--- src/rtl/cpu_pkg.sv ---
// Shared CPU front-end definitions: bus widths, reset PC, NOP encoding and the IF/ID bundle.
package cpu_pkg;

  localparam int unsigned ADDR_W  = 32;
  localparam int unsigned INST_W  = 32;
  localparam int unsigned PC_STEP = 4;

  localparam logic [ADDR_W-1:0] PC_RESET = 32'h0000_0000;
  localparam logic [INST_W-1:0] NOP_INST = 32'h0000_0000;

  typedef struct packed {
    logic [ADDR_W-1:0] pc;
    logic [INST_W-1:0] inst;
    logic              valid;
  } ifid_t;

endpackage

--- src/rtl/pc_register.sv ---
// Program counter: async-reset register with load enable and a branch/sequential next-value mux.
module pc_register #(
  parameter int unsigned       ADDR_W   = 32,
  parameter logic [ADDR_W-1:0] PC_RESET = '0
) (
  input  logic              clk,
  input  logic              rst_n,
  input  logic              load_en_i,
  input  logic              branch_taken_i,
  input  logic [ADDR_W-1:0] branch_addr_i,
  output logic [ADDR_W-1:0] pc_o
);

  import cpu_pkg::*;

  logic [ADDR_W-1:0] pc_d;
  logic [ADDR_W-1:0] pc_q;

  // Branch targets are forced to word alignment; sequential fetch wraps naturally.
  always_comb begin
    pc_d = pc_q;
    if (load_en_i) begin
      if (branch_taken_i) begin
        pc_d = branch_addr_i & ~ADDR_W'(3);
      end else begin
        pc_d = pc_q + ADDR_W'(PC_STEP);
      end
    end
  end

  always_ff @(posedge clk or negedge rst_n) begin
    if (!rst_n) begin
      pc_q <= PC_RESET;
    end else begin
      pc_q <= pc_d;
    end
  end

  assign pc_o = pc_q;

endmodule

--- src/rtl/inst_fetch_stage.sv ---
// Instruction fetch stage: drives the ROM address from the PC and captures the IF/ID register.
// Optional saturating fetch/stall counters are built when FETCH_PERF_CNT_EN is defined.
module inst_fetch_stage #(
  parameter logic [31:0] PC_RESET = 32'h0000_0000,
  parameter int unsigned ADDR_W   = 32,
  parameter int unsigned INST_W   = 32
) (
  input  logic              clk,
  input  logic              rst_n,
  input  logic              freeze,
  input  logic              branch_taken,
  input  logic [ADDR_W-1:0] branch_addr,
  output logic [ADDR_W-1:0] rom_addr,
  input  logic [INST_W-1:0] rom_inst,
  output logic [ADDR_W-1:0] ifid_pc,
  output logic [INST_W-1:0] ifid_inst,
  output logic              ifid_valid
`ifdef FETCH_PERF_CNT_EN
  ,
  output logic [31:0]       fetch_count,
  output logic [31:0]       stall_count
`endif
);

  import cpu_pkg::*;

  localparam int unsigned BUS_AW = $bits(ifid_t) - 1 - cpu_pkg::INST_W;
  localparam int unsigned BUS_IW = cpu_pkg::INST_W;

  logic              advance;
  logic              load_en;
  logic [ADDR_W-1:0] pc;
  logic [ADDR_W-1:0] pc_plus4;
  ifid_t             ifid_d;
  ifid_t             ifid_q;

  // Branch wins over freeze; freeze stalls everything; otherwise advance.
  assign advance  = ~branch_taken & ~freeze;
  assign load_en  = branch_taken | ~freeze;
  assign pc_plus4 = pc + ADDR_W'(PC_STEP);

  pc_register #(
    .ADDR_W   (ADDR_W),
    .PC_RESET (ADDR_W'(PC_RESET))
  ) u_pc_register (
    .clk            (clk),
    .rst_n          (rst_n),
    .load_en_i      (load_en),
    .branch_taken_i (branch_taken),
    .branch_addr_i  (branch_addr),
    .pc_o           (pc)
  );

  assign rom_addr = pc;

  always_comb begin
    ifid_d = ifid_q;
    if (branch_taken) begin
      ifid_d.pc    = '0;
      ifid_d.inst  = NOP_INST;
      ifid_d.valid = 1'b0;
    end else if (!freeze) begin
      ifid_d.pc    = BUS_AW'(pc_plus4);
      ifid_d.inst  = BUS_IW'(rom_inst);
      ifid_d.valid = 1'b1;
    end
  end

  always_ff @(posedge clk or negedge rst_n) begin
    if (!rst_n) begin
      ifid_q.pc    <= '0;
      ifid_q.inst  <= NOP_INST;
      ifid_q.valid <= 1'b0;
    end else begin
      ifid_q <= ifid_d;
    end
  end

  assign ifid_pc    = ADDR_W'(ifid_q.pc);
  assign ifid_inst  = INST_W'(ifid_q.inst);
  assign ifid_valid = ifid_q.valid;

`ifdef FETCH_PERF_CNT_EN
  logic        stall;
  logic [31:0] fetch_cnt_d;
  logic [31:0] fetch_cnt_q;
  logic [31:0] stall_cnt_d;
  logic [31:0] stall_cnt_q;

  assign stall = freeze & ~branch_taken;

  // Both counters stick at all-ones rather than wrapping.
  always_comb begin
    fetch_cnt_d = fetch_cnt_q;
    stall_cnt_d = stall_cnt_q;
    if (advance && (fetch_cnt_q != 32'hFFFF_FFFF)) begin
      fetch_cnt_d = fetch_cnt_q + 32'd1;
    end
    if (stall && (stall_cnt_q != 32'hFFFF_FFFF)) begin
      stall_cnt_d = stall_cnt_q + 32'd1;
    end
  end

  always_ff @(posedge clk or negedge rst_n) begin
    if (!rst_n) begin
      fetch_cnt_q <= '0;
      stall_cnt_q <= '0;
    end else begin
      fetch_cnt_q <= fetch_cnt_d;
      stall_cnt_q <= stall_cnt_d;
    end
  end

  assign fetch_count = fetch_cnt_q;
  assign stall_count = stall_cnt_q;
`else
  logic unused_advance;
  assign unused_advance = advance;
`endif

endmodule

--- config.mk ---
export PLATFORM = sky130hd
export DESIGN_NAME = inst_fetch_stage
export DESIGN_NICKNAME = d
export VERILOG_FILES = /design/src/rtl/cpu_pkg.sv /design/src/rtl/pc_register.sv /design/src/rtl/inst_fetch_stage.sv
export SDC_FILE = /design/constraint.sdc
export NUM_CORES = 1
export LEC_CHECK = 0
export CORE_MARGIN = 2
export CORE_UTILIZATION = 40
export CTS_CLUSTER_SIZE = 8
export DETAILED_ROUTE_END_ITERATION = 12
export PLACE_DENSITY = 0.72
export SETUP_SLACK_MARGIN = 0.1
export SYNTH_ARGS = -nofsm -noshare
export SYNTH_HDL_FRONTEND = slang
export SYNTH_SLANG_ARGS = --single-unit
--- constraint.sdc ---
create_clock -name clk -period 2.4 [get_ports clk]
set_input_delay 0.48 -clock clk [delete_from_list [all_inputs] [get_ports clk]]
set_output_delay 0.48 -clock clk [all_outputs]
set_load 0.01 [all_outputs]
### After elaboration in Yosys (flattened, before gate mapping)

Index checks and enable logic that the tools add are counted.

| operators by class | value |
|---|---|
| add/sub/neg operators | 1 |
| equality and inequality tests | 1 |
| muxes and demuxes | 3 |
| bitwise operators | 2 |

Operator list:

| kind | number |
|---|---|
| 65-bit 2-to-1 mux | 2 |
| 32-bit by 3-bit adder with 32-bit output, second input constant | 1 |
| 32-bit 2-to-1 mux | 1 |
| 2-bit by 1-bit inequality test with 1-bit output, second input constant | 1 |
| 1-bit inverter | 1 |
| 1-bit OR | 1 |

| storage, ports and cells | value |
|---|---|
| register bits | 97 |
| input port bits | 68 |
| output and inout port bits | 97 |
| logic and storage cells | 11 |

### Depth between registers and ports, before layout

| depth | value |
|---|---|
| depth in word-level cells | 3 |
| depth in mapped cells | 7 |
| mapped depth without buffers | 5 |

### Modules after synthesis

A second synthesis with hierarchy kept.

| unflattened totals | value |
|---|---|
| cells, all modules | 562 |
| area total of the unflattened synthesis | 5276.3 sq um |

Modules (own cells, without submodules):

| module | times used | cells each | area each (sq um) | seq. area each (sq um) |
|---|---|---|---|---|
| inst_fetch_stage | 1 | 320 | 3205.6 | 1626.6 |
| pc_register | 1 | 242 | 2070.7 | 750.7 |

### Worst setup path before layout

No wires, ideal clock.

| timing path | value |
|---|---|
| kind | register to register |
| start point | reg u_pc_register.pc_q[2] (netlist: u_pc_register.pc_o[2]) |
| end point | reg ifid_q (netlist bit ifid_pc[30]) |
| setup time | 0.099 ns |
| data arrival time | 2.100 ns |
| required time | 2.301 ns |
| setup slack | 0.201 ns |
| cell stages (with the launch flop) | 6 |
| path buffers | 0 |
| clock period less this slack | 2.199 ns |
| cells stage by stage | dfrtp_1 ha_1 nand4_1 or4_4 or4_1 a311oi_1 |

| between the ends | value |
|---|---|
| cells in the longest elaborated chain, start to end | 3 |

RTL lines:

| item | RTL line | source |
|---|---|---|
| start, declared | pc_register.sv:17 | `logic [ADDR_W-1:0] pc_q;` |
| start signal, assigned | pc_register.sv:35 | `pc_q <= pc_d;` |
| 32-bit by 3-bit adder with 32-bit output | inst_fetch_stage.sv:40 | `assign pc_plus4 = pc + ADDR_W'(PC_STEP);` |
| 65-bit 2-to-1 mux | inst_fetch_stage.sv:62 | `end else if (!freeze) begin` |
| 65-bit 2-to-1 mux | inst_fetch_stage.sv:58 | `if (branch_taken) begin` |
| end signal, assigned | inst_fetch_stage.sv:75 | `ifid_q <= ifid_d;` |
| end, declared | inst_fetch_stage.sv:35 | `ifid_t ifid_q;` |

Every way passes these cells. The select of a mux whose other input is x is not followed.
A chain may end at the register's enable or synchronous reset.

### Final worst setup path

| timing path | value |
|---|---|
| start point | reg u_pc_register.pc_q[3] (netlist: u_pc_register.pc_o[3]) |
| end point | reg ifid_q (netlist bit ifid_pc[30]) |

Same word-level chain as after synthesis.

==> impl_metrics.toml <==
[setup_path]
timing.critical_path.to_type = "flip-flop"
worstPathRequired_ns = 2.64
category_of_the_critical_setup_timing_path = "reg2reg"
arrival_ns = 2.46
cells_along_the_critical_path = "ha_2, nand4_1, or4_4, or4_1, a311oi_1"
critical_path_peak_fanout = 5
critical_path.slowest_cell = "sky130_fd_sc_hd__or4_4"
cpPeakStageDelay_ns = 0.55
startpoint_type = "flip-flop"

[detailed_routing]
avgRoutedWirePerCell_um = 17.8
remaining_drcs = 0
detailroute.via_count = 4584
dr.pass1.iters = 5
route.antenna.remaining_nets = 0
number_of_drc_markers_in_iteration_0 = 282
route.detailed.vias_per_inst = 5.59
route.final.wire_length_mm = 14.6

[synthesis]
yosys_register_bits = 94
asyncSetResetFlopFracSynth_pct = 100
sequential_fraction_of_the_synthesis_area_pct = 48.6
biggest_area_contributors_in_the_synthesized_netlist = "sky130_fd_sc_hd__dfrtp_1 49%, sky130_fd_sc_hd__mux2i_1 6.6%, sky130_fd_sc_hd__nor2_1 5.4%, sky130_fd_sc_hd__xnor2_1 3.3%, sky130_fd_sc_hd__nand2_1 2.9%"
synth_enable_flop_cells = 0
syn-cell-area_sq_mm = 0.00484
postSynthAreaPerCell_sq_um = 9.54
post_synth_num_cell_types = 50
netlist_top_cells_count = "94 x sky130_fd_sc_hd__dfrtp_1, 70 x sky130_fd_sc_hd__nor2_1, 37 x sky130_fd_sc_hd__nand2_1"
synthFlopType = "sky130_fd_sc_hd__dfrtp_1"
post-synth-top-count-cell = "sky130_fd_sc_hd__dfrtp_1"
yosys_warnings = 0
synth_top_area_cell = "sky130_fd_sc_hd__dfrtp_1"
netlist_instances = 507
yosysTopAreaCellShare_pct = 48.6

[timing]
post-route-period-util_pct = 92.5
grt_setup_unrepaired = "yes"
post-route-min-period_ns = 2.22
setup_tns_ns = 0
maxClockFrequency_mhz = 450
worstMarginPinSlew_ns = 0.652
finClkSkew_ns = 0.00666
final-hold-violation-count = 0
timing.max_slew.rel_slack_pct = 56.5
setup_viol = 0
slew_viol_final = 0

[grt]
grt_antenna_before_repair = 0
grt_pass1_wl_mm = 23.8
via_count_of_the_first_global_routing_pass = 4735
grt_max_degree = 71
grt_usage_pct = 23.1
overflow = 0

[final_layout]
layout.nets = 737
post-route-cell-area_sq_mm = 0.00705
num_antenna_cells = 0
number_of_non_filler_instances_in_the_completed_layout = 820
final_layout_size_suffix_gt1_share_pct = 9.66
areaGrowthSynthToFinish_pct = 45.9
final_core_util_pct = 59.2

[floorplan]
placementRows = 40
die_width_um = 114
dieArea_sq_mm = 0.0130
floorplan.io_pins = 165
initial_utilization_pct = 40.6
die_h_um = 114
floorplan_core_area_sq_mm = 0.0119

[place]
gp_routability_congestion = 0.918
placedCellCount = 804
place_area_sq_mm = 0.00670
dp_hpwl_mm = 10.7
placement.io_buffers = 160

[cts]
worst_setup_hold_path_clk_slew_ns = 0.07
tritoncts = "built"
h-tree-depth = 3
clock_insertion_delay_worst_skew_ns = 0.34
cts_buffer_count = 9
root_buffer = "sky130_fd_sc_hd__clkbuf_16"
cts_num_sinks = 94
cts_setup_buffers = 0
clock_tree.buffer_depth = 2

[run_status]
status = "complete, no violations"

[power_and_ir_drop]
power.ir.vdd_worst_uv = 404
power_density_mw_per_mm2 = 609
p_total_mw = 4.30
leakage_nw = 2.90

[job]
cap_viol_max_count = 0

[hold_path]
hp-class = "in2async"
## layout by cell type, fill, tap and decap left out, types with 3 or more instances in the layout
master / count
sky130_fd_sc_hd__a211oi_1: 14
sky130_fd_sc_hd__o31a_1: 3
sky130_fd_sc_hd__clkbuf_16: 9
sky130_fd_sc_hd__a21oi_1: 5
sky130_fd_sc_hd__a31oi_1: 8
sky130_fd_sc_hd__a2111oi_0: 5
sky130_fd_sc_hd__nand2_1: 37
sky130_fd_sc_hd__nand4_1: 16
sky130_fd_sc_hd__o21ai_0: 25
sky130_fd_sc_hd__buf_4: 35
sky130_fd_sc_hd__nor4_1: 12
sky130_fd_sc_hd__clkdlybuf4s50_1: 157
sky130_fd_sc_hd__xnor2_1: 18
sky130_fd_sc_hd__or3_1: 10
sky130_fd_sc_hd__or4_1: 8
sky130_fd_sc_hd__o211ai_1: 3
sky130_fd_sc_hd__and4_1: 7
sky130_fd_sc_hd__a211o_1: 3
sky130_fd_sc_hd__dfrtp_1: 94
sky130_fd_sc_hd__inv_1: 11
sky130_fd_sc_hd__nor3_1: 7
sky130_fd_sc_hd__nor2_1: 70
sky130_fd_sc_hd__nand3_1: 18
sky130_fd_sc_hd__or2_2: 3
sky130_fd_sc_hd__xor2_1: 8
sky130_fd_sc_hd__o31ai_1: 7
sky130_fd_sc_hd__a311oi_1: 7
sky130_fd_sc_hd__mux2i_1: 32
## cells by family (layout without fill, tap and decap cells)
| kind of cell | count (synthesis) | in the layout | synth area share (%) |
|---|---|---|---|
| AND/OR/NAND/NOR | 204 | 204 | 21.4 |
| multiplexers | 32 | 32 | 6.62 |
| XOR/XNOR | 26 | 26 | 4.71 |
| flip-flops | 94 | 94 | 48.6 |
| adder cells (fa/ha/maj) | 1 | 1 | 0.259 |
| other | 1 | 2 | 0.0775 |
| buffers and inverters | 58 | 223 | 5.04 |
| AO/OA/AOI/OAI | 91 | 91 | 13.2 |
## power by group
group          internal [mW]  total (mW)  switching (mW)
registers               1.70        1.84           0.132
clock network          0.970        1.58           0.608
logic                  0.474       0.881           0.407
## critical path, delay by kind of cell (launching register included)
| family | cells | cell delay [ns] |
|---|---|---|
| flops | 1 | 0.36 |
| compound gates | 1 | 0.27 |
| fa+ha+maj | 1 | 0.23 |
| simple gates | 3 | 1.26 |
## timing repair
item | 4_1_cts | 5_1_grt
resized for setup | 1 | 2
setup endpoints to repair | 1 | 4
pin swaps | 1 | 0
hold buffers | 0 | 0
## metal layers
layer	global-route usage, %	part of all wire, %	vias up
li1	-	-	2148
met1	28.8	40	2222
met2	37.8	48	195
met3	8.13	9.4	19
met4	7.56	1.8	0
met5	0	0	-
## metrics by stage
stage	hold slack [ns]	worst slack [ns]
4_1_cts	0.0471	0.141
3_5_place_dp	0.413	0.113
6_report	0.0433	0.180
3_3_place_gp	0.409	0.166
5_1_grt	0.0567	0.0796
2_1_floorplan	0.184	0.201
## worst paths after layout
check | startpoint | end | slack (ns) | cells after the start
worst max-delay path | u_pc_register.pc_o[3]$_DFFE_PN0N_ | ifid_pc[30]$_DFFE_PN0N_ | 0.18 | 5
worst min-delay path | rst_n | ifid_inst[18]$_DFFE_PN0N_ | 0.04 | 1
worst max register to register | u_pc_register.pc_o[3]$_DFFE_PN0N_ | ifid_pc[30]$_DFFE_PN0N_ | 0.18 | 5
worst min register to register | ifid_valid$_DFFE_PN0N_ | ifid_valid$_DFFE_PN0N_ | 0.48 | 1
max in group asynchronous | rst_n | ifid_pc[30]$_DFFE_PN0N_ | 1.65 | 2
min in group clk | ifid_valid$_DFFE_PN0N_ | ifid_valid$_DFFE_PN0N_ | 0.48 | 1
## state kept, by name, indices dropped and copies added (netlist names)
signal              flops
u_pc_register.pc_o     30
ifid_inst              32
ifid_valid              1
ifid_pc                31
## layout make-up
class / instances / area (sq um)
Fill cell: 1007 / 4860
Timing Repair Buffer: 195 / 1880
Tap cell: 147 / 184
Sequential cell: 94 / 2350
Inverter: 12 / 45.0
Multi-Input combinational cell: 356 / 2260
Clock inverter: 5 / 81.3
Clock buffer: 11 / 253
No activity file was read; power rests on OpenSTA's default activity.
